## src/rtl/uart_rx_if.sv

```systemverilog
// rtl/uart_rx_if.sv - UART receiver pin-side and host-side signal bundle
interface uart_rx_if #(
    parameter int DATA_BITS = 8
);
    logic                 baud_tick;
    logic                 rx;
    logic [DATA_BITS-1:0] data_out;
    logic                 data_valid;
    logic                 frame_err;
    logic                 parity_err;
    logic                 busy;

    modport master (
        output baud_tick, rx,
        input  data_out, data_valid, frame_err, parity_err, busy
    );

    modport slave (
        input  baud_tick, rx,
        output data_out, data_valid, frame_err, parity_err, busy
    );
endinterface

```

## src/rtl/uart_rx.sv

```systemverilog
// rtl/uart_rx.sv - 16x oversampled UART receiver with parity and framing checks
module uart_rx #(
    parameter int DATA_BITS  = 8,
    parameter int OVERSAMPLE = 16,
    parameter int PARITY_EN  = 0,
    parameter int PARITY_ODD = 0
) (
    input  logic      clk,
    input  logic      rst,
    uart_rx_if.slave  bus
);
    localparam int CW = $clog2(OVERSAMPLE);
    localparam int BW = (DATA_BITS > 1) ? $clog2(DATA_BITS) : 1;
    localparam logic [CW-1:0] HALF_CNT = CW'(OVERSAMPLE / 2 - 1);
    localparam logic [CW-1:0] FULL_CNT = CW'(OVERSAMPLE - 1);
    localparam logic [BW-1:0] LAST_BIT = BW'(DATA_BITS - 1);

    localparam logic [2:0] S_IDLE   = 3'd0;
    localparam logic [2:0] S_START  = 3'd1;
    localparam logic [2:0] S_DATA   = 3'd2;
    localparam logic [2:0] S_PARITY = 3'd3;
    localparam logic [2:0] S_STOP   = 3'd4;
    localparam logic [2:0] S_BREAK  = 3'd5;

    logic                 rx_meta;
    logic                 rx_s;
    logic [2:0]           state;
    logic [CW-1:0]        tick_cnt;
    logic [BW-1:0]        bit_idx;
    logic [DATA_BITS-1:0] shift_reg;
    logic                 par_bad;
    logic                 expected_par;
    logic                 mid_bit;

    assign expected_par = (PARITY_ODD != 0) ? ~^shift_reg : ^shift_reg;
    assign mid_bit      = bus.baud_tick && (tick_cnt == FULL_CNT);
    assign bus.busy     = (state != S_IDLE);

    always_ff @(posedge clk) begin
        if (rst) begin
            rx_meta        <= 1'b1;
            rx_s           <= 1'b1;
            state          <= S_IDLE;
            tick_cnt       <= '0;
            bit_idx        <= '0;
            shift_reg      <= '0;
            par_bad        <= 1'b0;
            bus.data_out   <= '0;
            bus.data_valid <= 1'b0;
            bus.frame_err  <= 1'b0;
            bus.parity_err <= 1'b0;
        end else begin
            rx_meta        <= bus.rx;
            rx_s           <= rx_meta;
            bus.data_valid <= 1'b0;
            bus.frame_err  <= 1'b0;
            bus.parity_err <= 1'b0;

            case (state)
                S_IDLE: begin
                    tick_cnt <= '0;
                    bit_idx  <= '0;
                    par_bad  <= 1'b0;
                    if (!rx_s) begin
                        state <= S_START;
                    end
                end
                S_START: begin
                    if (bus.baud_tick) begin
                        if (tick_cnt == HALF_CNT) begin
                            tick_cnt <= '0;
                            bit_idx  <= '0;
                            // A high line at mid start bit is treated as noise
                            state    <= rx_s ? S_IDLE : S_DATA;
                        end else begin
                            tick_cnt <= tick_cnt + 1'b1;
                        end
                    end
                end
                S_DATA: begin
                    if (mid_bit) begin
                        tick_cnt  <= '0;
                        shift_reg <= {rx_s, shift_reg[DATA_BITS-1:1]};
                        if (bit_idx == LAST_BIT) begin
                            bit_idx <= '0;
                            state   <= (PARITY_EN != 0) ? S_PARITY : S_STOP;
                        end else begin
                            bit_idx <= bit_idx + 1'b1;
                        end
                    end else if (bus.baud_tick) begin
                        tick_cnt <= tick_cnt + 1'b1;
                    end
                end
                S_PARITY: begin
                    if (mid_bit) begin
                        tick_cnt <= '0;
                        par_bad  <= (rx_s != expected_par);
                        state    <= S_STOP;
                    end else if (bus.baud_tick) begin
                        tick_cnt <= tick_cnt + 1'b1;
                    end
                end
                S_STOP: begin
                    if (mid_bit) begin
                        tick_cnt     <= '0;
                        bus.data_out <= shift_reg;
                        if (rx_s) begin
                            bus.data_valid <= !par_bad;
                            bus.parity_err <= par_bad;
                            state          <= S_IDLE;
                        end else begin
                            bus.frame_err <= 1'b1;
                            state         <= S_BREAK;
                        end
                    end else if (bus.baud_tick) begin
                        tick_cnt <= tick_cnt + 1'b1;
                    end
                end
                S_BREAK: begin
                    // Hold off until the line recovers so a stuck-low rx cannot spawn frames
                    tick_cnt <= '0;
                    if (rx_s) begin
                        state <= S_IDLE;
                    end
                end
                default: begin
                    tick_cnt <= '0;
                    state    <= S_IDLE;
                end
            endcase
        end
    end
endmodule

```

## src/flat_wrapper.sv

```systemverilog
// flat-port wrapper written by rule: the top's interface ports become plain ports
module uart_rx_flat 
#(
    parameter int DATA_BITS  = 8,
    parameter int OVERSAMPLE = 16,
    parameter int PARITY_EN  = 0,
    parameter int PARITY_ODD = 0
)
  (clk, rst, bus_baud_tick, bus_rx, bus_data_out, bus_data_valid, bus_frame_err, bus_parity_err, bus_busy);
  uart_rx_if #(.DATA_BITS(DATA_BITS)) bus_i ();
  input  logic clk;
  input  logic rst;
  input wire logic [$bits(bus_i.baud_tick)-1:0] bus_baud_tick;
  input wire logic [$bits(bus_i.rx)-1:0] bus_rx;
  output wire logic [$bits(bus_i.data_out)-1:0] bus_data_out;
  output wire logic [$bits(bus_i.data_valid)-1:0] bus_data_valid;
  output wire logic [$bits(bus_i.frame_err)-1:0] bus_frame_err;
  output wire logic [$bits(bus_i.parity_err)-1:0] bus_parity_err;
  output wire logic [$bits(bus_i.busy)-1:0] bus_busy;
  assign bus_i.baud_tick = bus_baud_tick;
  assign bus_i.rx = bus_rx;
  assign bus_data_out = bus_i.data_out;
  assign bus_data_valid = bus_i.data_valid;
  assign bus_frame_err = bus_i.frame_err;
  assign bus_parity_err = bus_i.parity_err;
  assign bus_busy = bus_i.busy;
  uart_rx #(.DATA_BITS(DATA_BITS), .OVERSAMPLE(OVERSAMPLE), .PARITY_EN(PARITY_EN), .PARITY_ODD(PARITY_ODD)) u_core (.clk(clk), .rst(rst), .bus(bus_i));
endmodule
```

## config.mk

```make
export PLATFORM = sky130hd
export DESIGN_NAME = uart_rx_flat
export DESIGN_NICKNAME = d
export VERILOG_FILES = /design/src/rtl/uart_rx_if.sv /design/src/rtl/uart_rx.sv /design/src/flat_wrapper.sv
export SDC_FILE = /design/constraint.sdc
export NUM_CORES = 1
export LEC_CHECK = 0
export ABC_AREA = 1
export CORE_ASPECT_RATIO = 0.8
export CORE_MARGIN = 1
export CORE_UTILIZATION = 40
export DETAILED_ROUTE_END_ITERATION = 10
export SLEW_MARGIN = 10
export SYNTH_ARGS = -nofsm -noshare
export SYNTH_HDL_FRONTEND = slang
export SYNTH_SLANG_ARGS = --single-unit
```

## constraint.sdc

```tcl
create_clock -name clk -period 2.2 [get_ports clk]
set_input_delay 0.44 -clock clk [delete_from_list [all_inputs] [get_ports clk]]
set_output_delay 0.44 -clock clk [all_outputs]
set_load 0.01 [all_outputs]
```

Word-level counts from Yosys, hierarchy flattened --
Cells that the tools add are included. Widths: inputs -> output; s select.
Operators by class: bitwise logic cells 3, add/subtract/negate cells 2, reduce and logical (&&, ||, !) cells 16, muxes and demuxes 24, equal/unequal tests 18
Operators by type and width (number):
- $mux 3 | 13
- $pmux 3 s6 | 1
- $mux 4 | 4
- $ne 2x1->1 const B | 6
- $eq 3x3->1 const B | 3
- $pmux 3 s3 | 1
- $pmux 4 s2 | 1
- $reduce_and 2->1 | 4
- $reduce_and 8->1 | 1
- $reduce_xor 8->1 | 1
- $eq 3x2->1 const B | 2
- $reduce_bool 3->1 | 2
- $reduce_or 3->1 | 2
- $add 4x1->4 const B | 1
- $eq 4x3->1 const B | 1
- $eq 4x4->1 const B | 1
- $ne 2x2->1 const B | 2
- $reduce_and 4->1 | 1
- $reduce_or 4->1 | 1
- $add 3x1->3 const B | 1
- $eq 3x1->1 const B | 1
- $logic_not 3->1 | 1
- $ne 3x1->1 const B | 1
- $not 1->1 | 3
- other kinds (7) | 8
Storage, ports and cells: input bits 4, word-level logic and storage cells 74, register bits 32

Longest topological paths before layout --
Gate-level depths: netlist of the first run.
depth after elaboration 4, gate-level depth with buffers 11, mapped depth without buffers 11

Worst setup path after synthesis of the first run --
No wires, ideal clock.
path kind reg2reg, start point register u_core.tick_cnt[0], end point register u_core.state[1], setup time 0.114 ns, required time 2.086 ns, path buffers 0, data arrival time 1.304 ns, cell stages (with the launch flop) 11, slack 0.783 ns, cells stage by stage dfxtp_1 -> ha_1 -> nand3_1 -> nor2_1 -> inv_1 -> nand2_1 -> inv_2 -> nor2_4 -> nand2_2 -> a21oi_1 -> nor2_1
Between the ends: longest elaborated chain between the ends 4, elaborated cells between the ends (all ways) 8, those cells by class eq/ne: 6; reduce/logical: 2
Ends and longest elaborated chain:
- start: declaration | RTL line uart_rx.sv:28 | logic [CW-1:0] tick_cnt;
- start signal: assignment | RTL line uart_rx.sv:76 | tick_cnt <= tick_cnt + 1'b1;
- start signal: assignment | RTL line uart_rx.sv:91 | tick_cnt <= tick_cnt + 1'b1;
- start signal: assignment | RTL line uart_rx.sv:100 | tick_cnt <= tick_cnt + 1'b1;
- $eq 4x4->1 | RTL line uart_rx.sv:36 | assign mid_bit = bus.baud_tick && (tick_cnt == FULL_CNT);
- $logic_and 1x1->1 | RTL line uart_rx.sv:36
- $ne 2x1->1 (no line)
- $reduce_and 8->1 (no line) *
- end signal: assignment | RTL line uart_rx.sv:74 | state <= rx_s ? S_IDLE : S_DATA;
- end signal: assignment | RTL line uart_rx.sv:86 | state <= (PARITY_EN != 0) ? S_PARITY : S_STOP;
- end: declaration | RTL line uart_rx.sv:27 | logic [2:0] state;
Mark *: on every way between the ends. The rest lies on a longest branch, timed or not. A chain may end at the register's enable or synchronous reset.

Worst setup path after layout of the first run --
start point register u_core.state[1], end point output bus_busy
Between the ends: longest elaborated chain between the ends 1
Ends and longest elaborated chain:
- $reduce_bool 3->1 | RTL line uart_rx.sv:37 | assign bus.busy = (state != S_IDLE);
- end: declaration | RTL line flat_wrapper.sv:19 | output wire logic [$bits(bus_i.busy)-1:0] bus_busy;
Every way passes these cells.

==> summary.txt, run 1 <==
STA
  – Final WS setup: 184.3 ps
  – Final setup violation count: 0
  – Clk_skew: 3.974 ps
  – Hold slack: 410.3 ps
  – Peak Freq: 0.4961 GHz
  – Post-route minimum period: 2016 ps
  – Unrepaired setup endpoints after global routing: false
  – Fin crit share: 91.62%
  – Max transition margin: 77.75%
  – Pins Over Slew Limit: 0
  – Worst-Margin Slew: 333.0 ps
  – Setup TNS: 0 ps
  – Endpoints failing hold: 0

Worst setup path
  – CP max-delay cell: clkdlybuf4s50_1
  – Startpoint Class: flip-flop
  – Worst Setup Path Type: flip-flop to output port
  – CP endpoint kind: output port
  – CP required: 1760 ps
  – Arrival @ worst endpoint: 1580 ps
  – Worst path cell trace: inv_2 -> nand2_1 -> nor2_1 -> inv_1 -> clkdlybuf4s50_1
  – Largest stage delay on the critical path: 520 ps
  – Crit-path max FO: 6

Clock tree
  – Root Driver: clkbuf_8
  – H-tree Lvls: 2
  – Post-CTS Resized: 0
  – Deepest clock path buffer count: 2
  – Worst skew pair latency: 280 ps
  – CTS tree: built
  – Clk sinks: 32
  – Setup Buffers After CTS: 0
  – # hold bufs at CTS: 0
  – Clock Pin Slew Worst Setup and Hold Paths: 60 ps
  – Num CTS Buffers: 5

Yosys
  – Area leader, netlist: dfxtp_1
  – Mean post-synth cell area: 6.845 µm²
  – Synth top area share: 41.59%
  – Post-synth cell types: 27
  – Synth warn: 0
  – FF+latch count, synth: 32
  – Synthesized area: 1540 µm²
  – Post-synthesis cell count: 225
  – Synth area leaders: dfxtp_1 42%, nand2_1 15%, a21oi_1 7.5%
  – Mapped Nets: 232
  – Register area share after synthesis: 41.59%

Floorplanning
  – Die Y: 57.50 µm
  – Standard-cell rows: 19
  – Die ar.: 4104 µm²
  – Ports: 16
  – Core area: 3542 µm²
  – Initial core utilization: 43.48%
  – Die Wd: 71.38 µm

Placed design
  – Port bufs: 15
  – GPL Wtd Cong: 0.8374
  – Cell area after placement: 1742 µm²
  – Pre-CTS WS: 90.80 ps
  – Hpwl dp: 2262 µm

Finish
  – Share of cells above drive strength 1: 9.388%
  – Most frequent cells in the layout: 63 x nand2_1, 32 x dfxtp_1, 24 x inv_1
  – Commonest non-fill, non-tap cell in the layout: nand2_1
  – NumNets Final: 252
  – # diodes: 0
  – Area delta synth->final: 18.12%
  – Post-route cell area: 1819 µm²
  – Core Util, Final: 51.36%
  – Fill count: 343

Detailed routing
  – Remaining DRCs: 1
  – Routed WL per cell: 10.94 µm
  – Vias per inst: 4.857
  – DR pass1 iterations: 7
  – Routed vias: 1394
  – Antenna viol nets, final: 0
  – Routed wire length: 3139 µm
  – Iteration-0 DRC Markers: 65

Pwr
  – Pwr per Cell Area: 924.3 nW/µm²
  – Leakage: 0.8215 nW
  – VDD IR max: 0.4241 mV

Worst hold path
  – Hold Path Class: flip-flop to flip-flop

GRT
  – Number of antenna violations at the first check in global routing: 0
  – First-pass GRT wire length: 5451 µm
  – Largest net degree at the start of global routing: 24
  – Remaining Overflow, GRT: 0
  – Vias in the first global route: 1212
  – GRT Overall Usage: 17.16%

Run status
  – Failing checks: design-rule violations
  – Run status: finished with violations

Flow run
  – Total of max-cap violations: 0
critical path, delay by kind of cell, from the launching register on:
family | cells | cell delay, ps
DFF | 1 | 460
and+or+nand+nor | 2 | 160
buffers and inverters | 3 | 670
synth_stat cells, drive strengths merged:
master	instances
a21o	1
a21oi	23
buf	2
clkbuf	3
dfxtp	32
ha	3
inv	29
nand2	64
nand3	14
nand4	1
nor2	20
nor3	2
nor4	2
o21a	2
o21ai	22
o22ai	1
o31ai	1
or2	3
power breakdown:
group / leakage (nW) / internal (mW) / total, mW / switching, mW
Sequential: 0.259 / 0.617 / 0.672 / 0.0549
Combinational: 0.522 / 0.216 / 0.595 / 0.379
Clock: 0.0410 / 0.215 / 0.415 / 0.200
routing by layer:
metal  vias to the layer above  GRT usage [%]  part of all wire, %  routed length [µm]
met1                       591          25.74                   60                1883
li1                        771              -                    -                   -
met3                         5          4.770                  3.2                 100
met5                         -              0                    0                   0
met4                         0          7.714                  1.5                  46
met2                        27          22.45                   35                1108
per-stage QoR:
step | instances | total power [mW]
finish | 287 | 1.682
global route | 287 | 1.809
CTS | 287 | 1.689
detailed placement | 280 | 1.267
global placement | 280 | 1.274
floorplan | 225 | 1.134
layout make-up:
type,instances,area [µm²],share of cell area [%]
Timing Repair Buffer,18,172.7,9.491
Clock buffer,6,72.57,3.989
Tap cell,42,52.55,2.889
Sequential cell,32,640.6,35.21
Multi-Input combinational cell,159,767.0,42.16
Inverter,29,108.9,5.983
Clock inverter,1,5.005,0.2751
worst paths after layout:
path              cells past startpoint                     to               start  slack (ps)
setup / recovery                      5               bus_busy     u_core.state[1]         180
hold / removal                        1            u_core.rx_s      u_core.rx_meta         410
setup reg to reg                      7  u_core.bus.data_valid  u_core.tick_cnt[0]         550
hold reg to reg                       1            u_core.rx_s      u_core.rx_meta         410
cell families (layout without fill, tap and decap cells):
kind of cell | count (synthesis) | after routing | synth area share (%)
and+or+nand+nor | 106 | 106 | 30.38
buffers and inverters | 34 | 54 | 8.611
AOI/OAI and AO/OA | 50 | 50 | 16.98
DFF | 32 | 32 | 41.59
adders and majority gates | 3 | 3 | 2.437
Power figures use the tool's default switching activity.
==> run 2: changes to the inputs <==
- CORE_MARGIN: 1 -> 8
==> run 2 against run 1 <==
Effect of this change:
- the run now ends clean
- critical path type unchanged
- non-clock buffer count stayed put
- highest routed layer unchanged
- sequential cell count unchanged
- hold slack got worse by 2.0 ps
- count of clock-buffer cells in the layout did not move
- largest power group unchanged
==> summary.txt, run 2 (same netlist as run 1, synthesis figures left out) <==
Worst hold path
  – Hold Path Class: flip-flop to flip-flop
  – Hold path start: u_core.rx_meta

Worst setup path
  – Crit path depth: 5 (unchanged)
  – R2r worst-path depth: 7 (unchanged)
  – Largest stage delay on the critical path: 530 ps (about the same)
  – Startpoint Class: flip-flop
  – Worst Setup Path Type: flip-flop to output port
  – Arrival @ worst endpoint: 1580 ps (about the same)
  – Crit-path max FO: 6 (unchanged)
  – Critical path launch point: u_core.state[1]
  – Delay-heaviest family, CP: buffers and inverters
  – End of the critical path: bus_busy
  – Reg2reg start: u_core.tick_cnt[0]
  – CP endpoint kind: output port
  – CP required: 1760 ps (about the same)
  – Worst R2R Setup Slack: 580 ps (+30 ps)
  – Worst path bufs/invs: 3 (unchanged)
  – R2r endpoint: u_core.bus.data_valid
  – CP max-delay cell: clkdlybuf4s50_1
  – Worst path cell trace: inv_2 -> nand2_1 -> nor2_1 -> inv_1 -> clkdlybuf4s50_1

Floorplanning
  – Standard-cell rows: 20 (+1)
  – Die Wd: 85.38 µm (+20%)
  – Initial core utilization: 41.03% (-2.4 points)
  – Die Y: 71.50 µm (+24%)
  – Core area: 3754 µm² (+6.0%)
  – Ports: 16 (unchanged)
  – Die ar.: 6104 µm² (+49%)

Clock tree
  – Root Driver: clkbuf_8
  – H-tree Lvls: 2 (unchanged)
  – Clk sinks: 32 (unchanged)
  – Setup Buffers After CTS: 0 (unchanged)
  – Deepest clock path buffer count: 2 (unchanged)
  – Num CTS Buffers: 5 (unchanged)
  – Post-CTS Resized: 0 (unchanged)
  – Clock Pin Slew Worst Setup and Hold Paths: 60 ps (about the same)
  – Worst skew pair latency: 280 ps (about the same)
  – # hold bufs at CTS: 0 (unchanged)
  – CTS tree: built

Finish
  – Area delta synth->final: 19.25%
  – NumNets Final: 252 (unchanged)
  – Fill count: 393 (+15%)
  – Core Util, Final: 48.93% (-2.4 points)
  – Final Non-Filler Cells: 290 (+1.0%)
  – Most frequent cells in the layout: 63 x nand2_1, 32 x dfxtp_1, 24 x inv_1
  – Share of cells above drive strength 1: 10.16% (+0.77 points)
  – Register area: 640.6 µm² (unchanged)
  – Area of the multi-input gates: 767.0 µm² (unchanged)
  – Commonest non-fill, non-tap cell in the layout: nand2_1
  – # diodes: 0 (unchanged)

Detailed routing
  – Antenna viol nets, final: 0 (unchanged)
  – DR pass1 iterations: 4 (-3)
  – Routed vias: 1382 (-0.86%)
  – Iteration-0 DRC Markers: 97 (+49%)
  – Routed wire length: 3205 µm (+2.1%)
  – Remaining DRCs: 0 (-1)
  – Routed WL per cell: 11.05 µm (+1.0%)
  – Vias per inst: 4.766 (-1.9%)

STA
  – Clk_skew: 8.870 ps (+4.896 ps)
  – Fin crit share: 91.83% (+0.20 points)
  – Max transition margin: 75.52% (-2.2 points)
  – Final setup violation count: 0 (unchanged)
  – Setup TNS: 0 ps (unchanged)
  – Endpoints failing hold: 0 (unchanged)
  – Pins Over Slew Limit: 0 (unchanged)
  – Worst-Margin Slew: 366.3 ps (+33.29 ps)
  – Unrepaired setup endpoints after global routing: false
  – Post-route minimum period: 2020 ps (+4.473 ps)
  – Peak Freq: 0.4950 GHz (-0.22%)

GRT
  – Number of antenna violations at the first check in global routing: 0 (unchanged)
  – Remaining Overflow, GRT: 0 (unchanged)
  – GRT Overall Usage: 11.68% (-5.5 points)
  – Largest net degree at the start of global routing: 24 (unchanged)
  – Vias in the first global route: 1278 (+5.4%)
  – GRT met1 Usage: 17.29% (-8.5 points)
  – First-pass GRT wire length: 5892 µm (+8.1%)
  – Busiest layer in global routing: met1
  – Met2 Track Usage GR: 15.66% (-6.8 points)
  – Met3 Track Usage GR: 2.743% (-2.0 points)

Placed design
  – Port bufs: 15 (unchanged)
  – Hpwl dp: 2299 µm (+1.6%)
  – GPL Wtd Cong: 0.8264 (-1.3%)
  – Dpl cells: 282 (+0.71%)

Flow run
  – Total of max-cap violations: 0 (unchanged)

Pwr
  – VDD IR max: 0.3338 mV (-21%)
  – Leakage: 0.8314 nW (+1.2%)
  – Pwr per Cell Area: 940.7 nW/µm² (+1.8%)

Run status
  – Run status: finished, final reports clean
## run 2: cell types whose count changed in the layout (fill, tap and decap cells not counted), sizes merged
cell    previous run  this run
clkinv             1         2
## run 2: worst min path at each step
stage                        endpoint  slack [ps]  cells after the start
after floorplan           u_core.rx_s         390                      1
after global placement    u_core.rx_s         390                      1
after detailed placement  u_core.rx_s         400                      1
after CTS                 u_core.rx_s         410                      1
after global routing      u_core.rx_s         420                      1
final                     u_core.rx_s         410                      1
## run 2: power breakdown
group | leakage [nW] | internal [mW] | switching (mW) | total (mW)
registers | 0.259 | 0.617 | 0.0540 | 0.671
logic | 0.522 | 0.216 | 0.378 | 0.594
clock network | 0.0510 | 0.249 | 0.214 | 0.463
## run 2: final cells by class
| cell class | instances | share of cell area [%] |
|---|---|---|
| Tap cell | 44 | 2.997 |
| Sequential cell | 32 | 34.88 |
| Timing Repair Buffer | 18 | 9.401 |
| Clock buffer | 6 | 4.496 |
| Inverter | 29 | 5.926 |
| Multi-Input combinational cell | 159 | 41.76 |
| Clock inverter | 2 | 0.5450 |
## run 2: per-layer routing
layer  wire length, µm  vias to the layer above
li1                  -                      762
met1              1882                      593
met2              1135                       23
met3               149                        4
met4                36                        0
met5                 0                        -
## run 2: stage by stage
stage	setup WS (ps)	hold slack, ps	cell area, µm²	power, mW
after global placement	176.7	393.0	1744	1.277
after global routing	82.38	421.8	1837	1.866
final	179.8	408.4	1837	1.728
after floorplan	782.6	389.5	1540	1.134
after CTS	173.3	413.7	1837	1.745
after detailed placement	116.4	398.3	1744	1.275
## run 2: worst register-to-register path, stage by stage (launching register included)
cell     delay, ps
dfxtp_1        360
ha_1           200
nand3_1        100
nor2_1         130
inv_1          120
nor2_4         320
inv_1          130
nor4_1         180
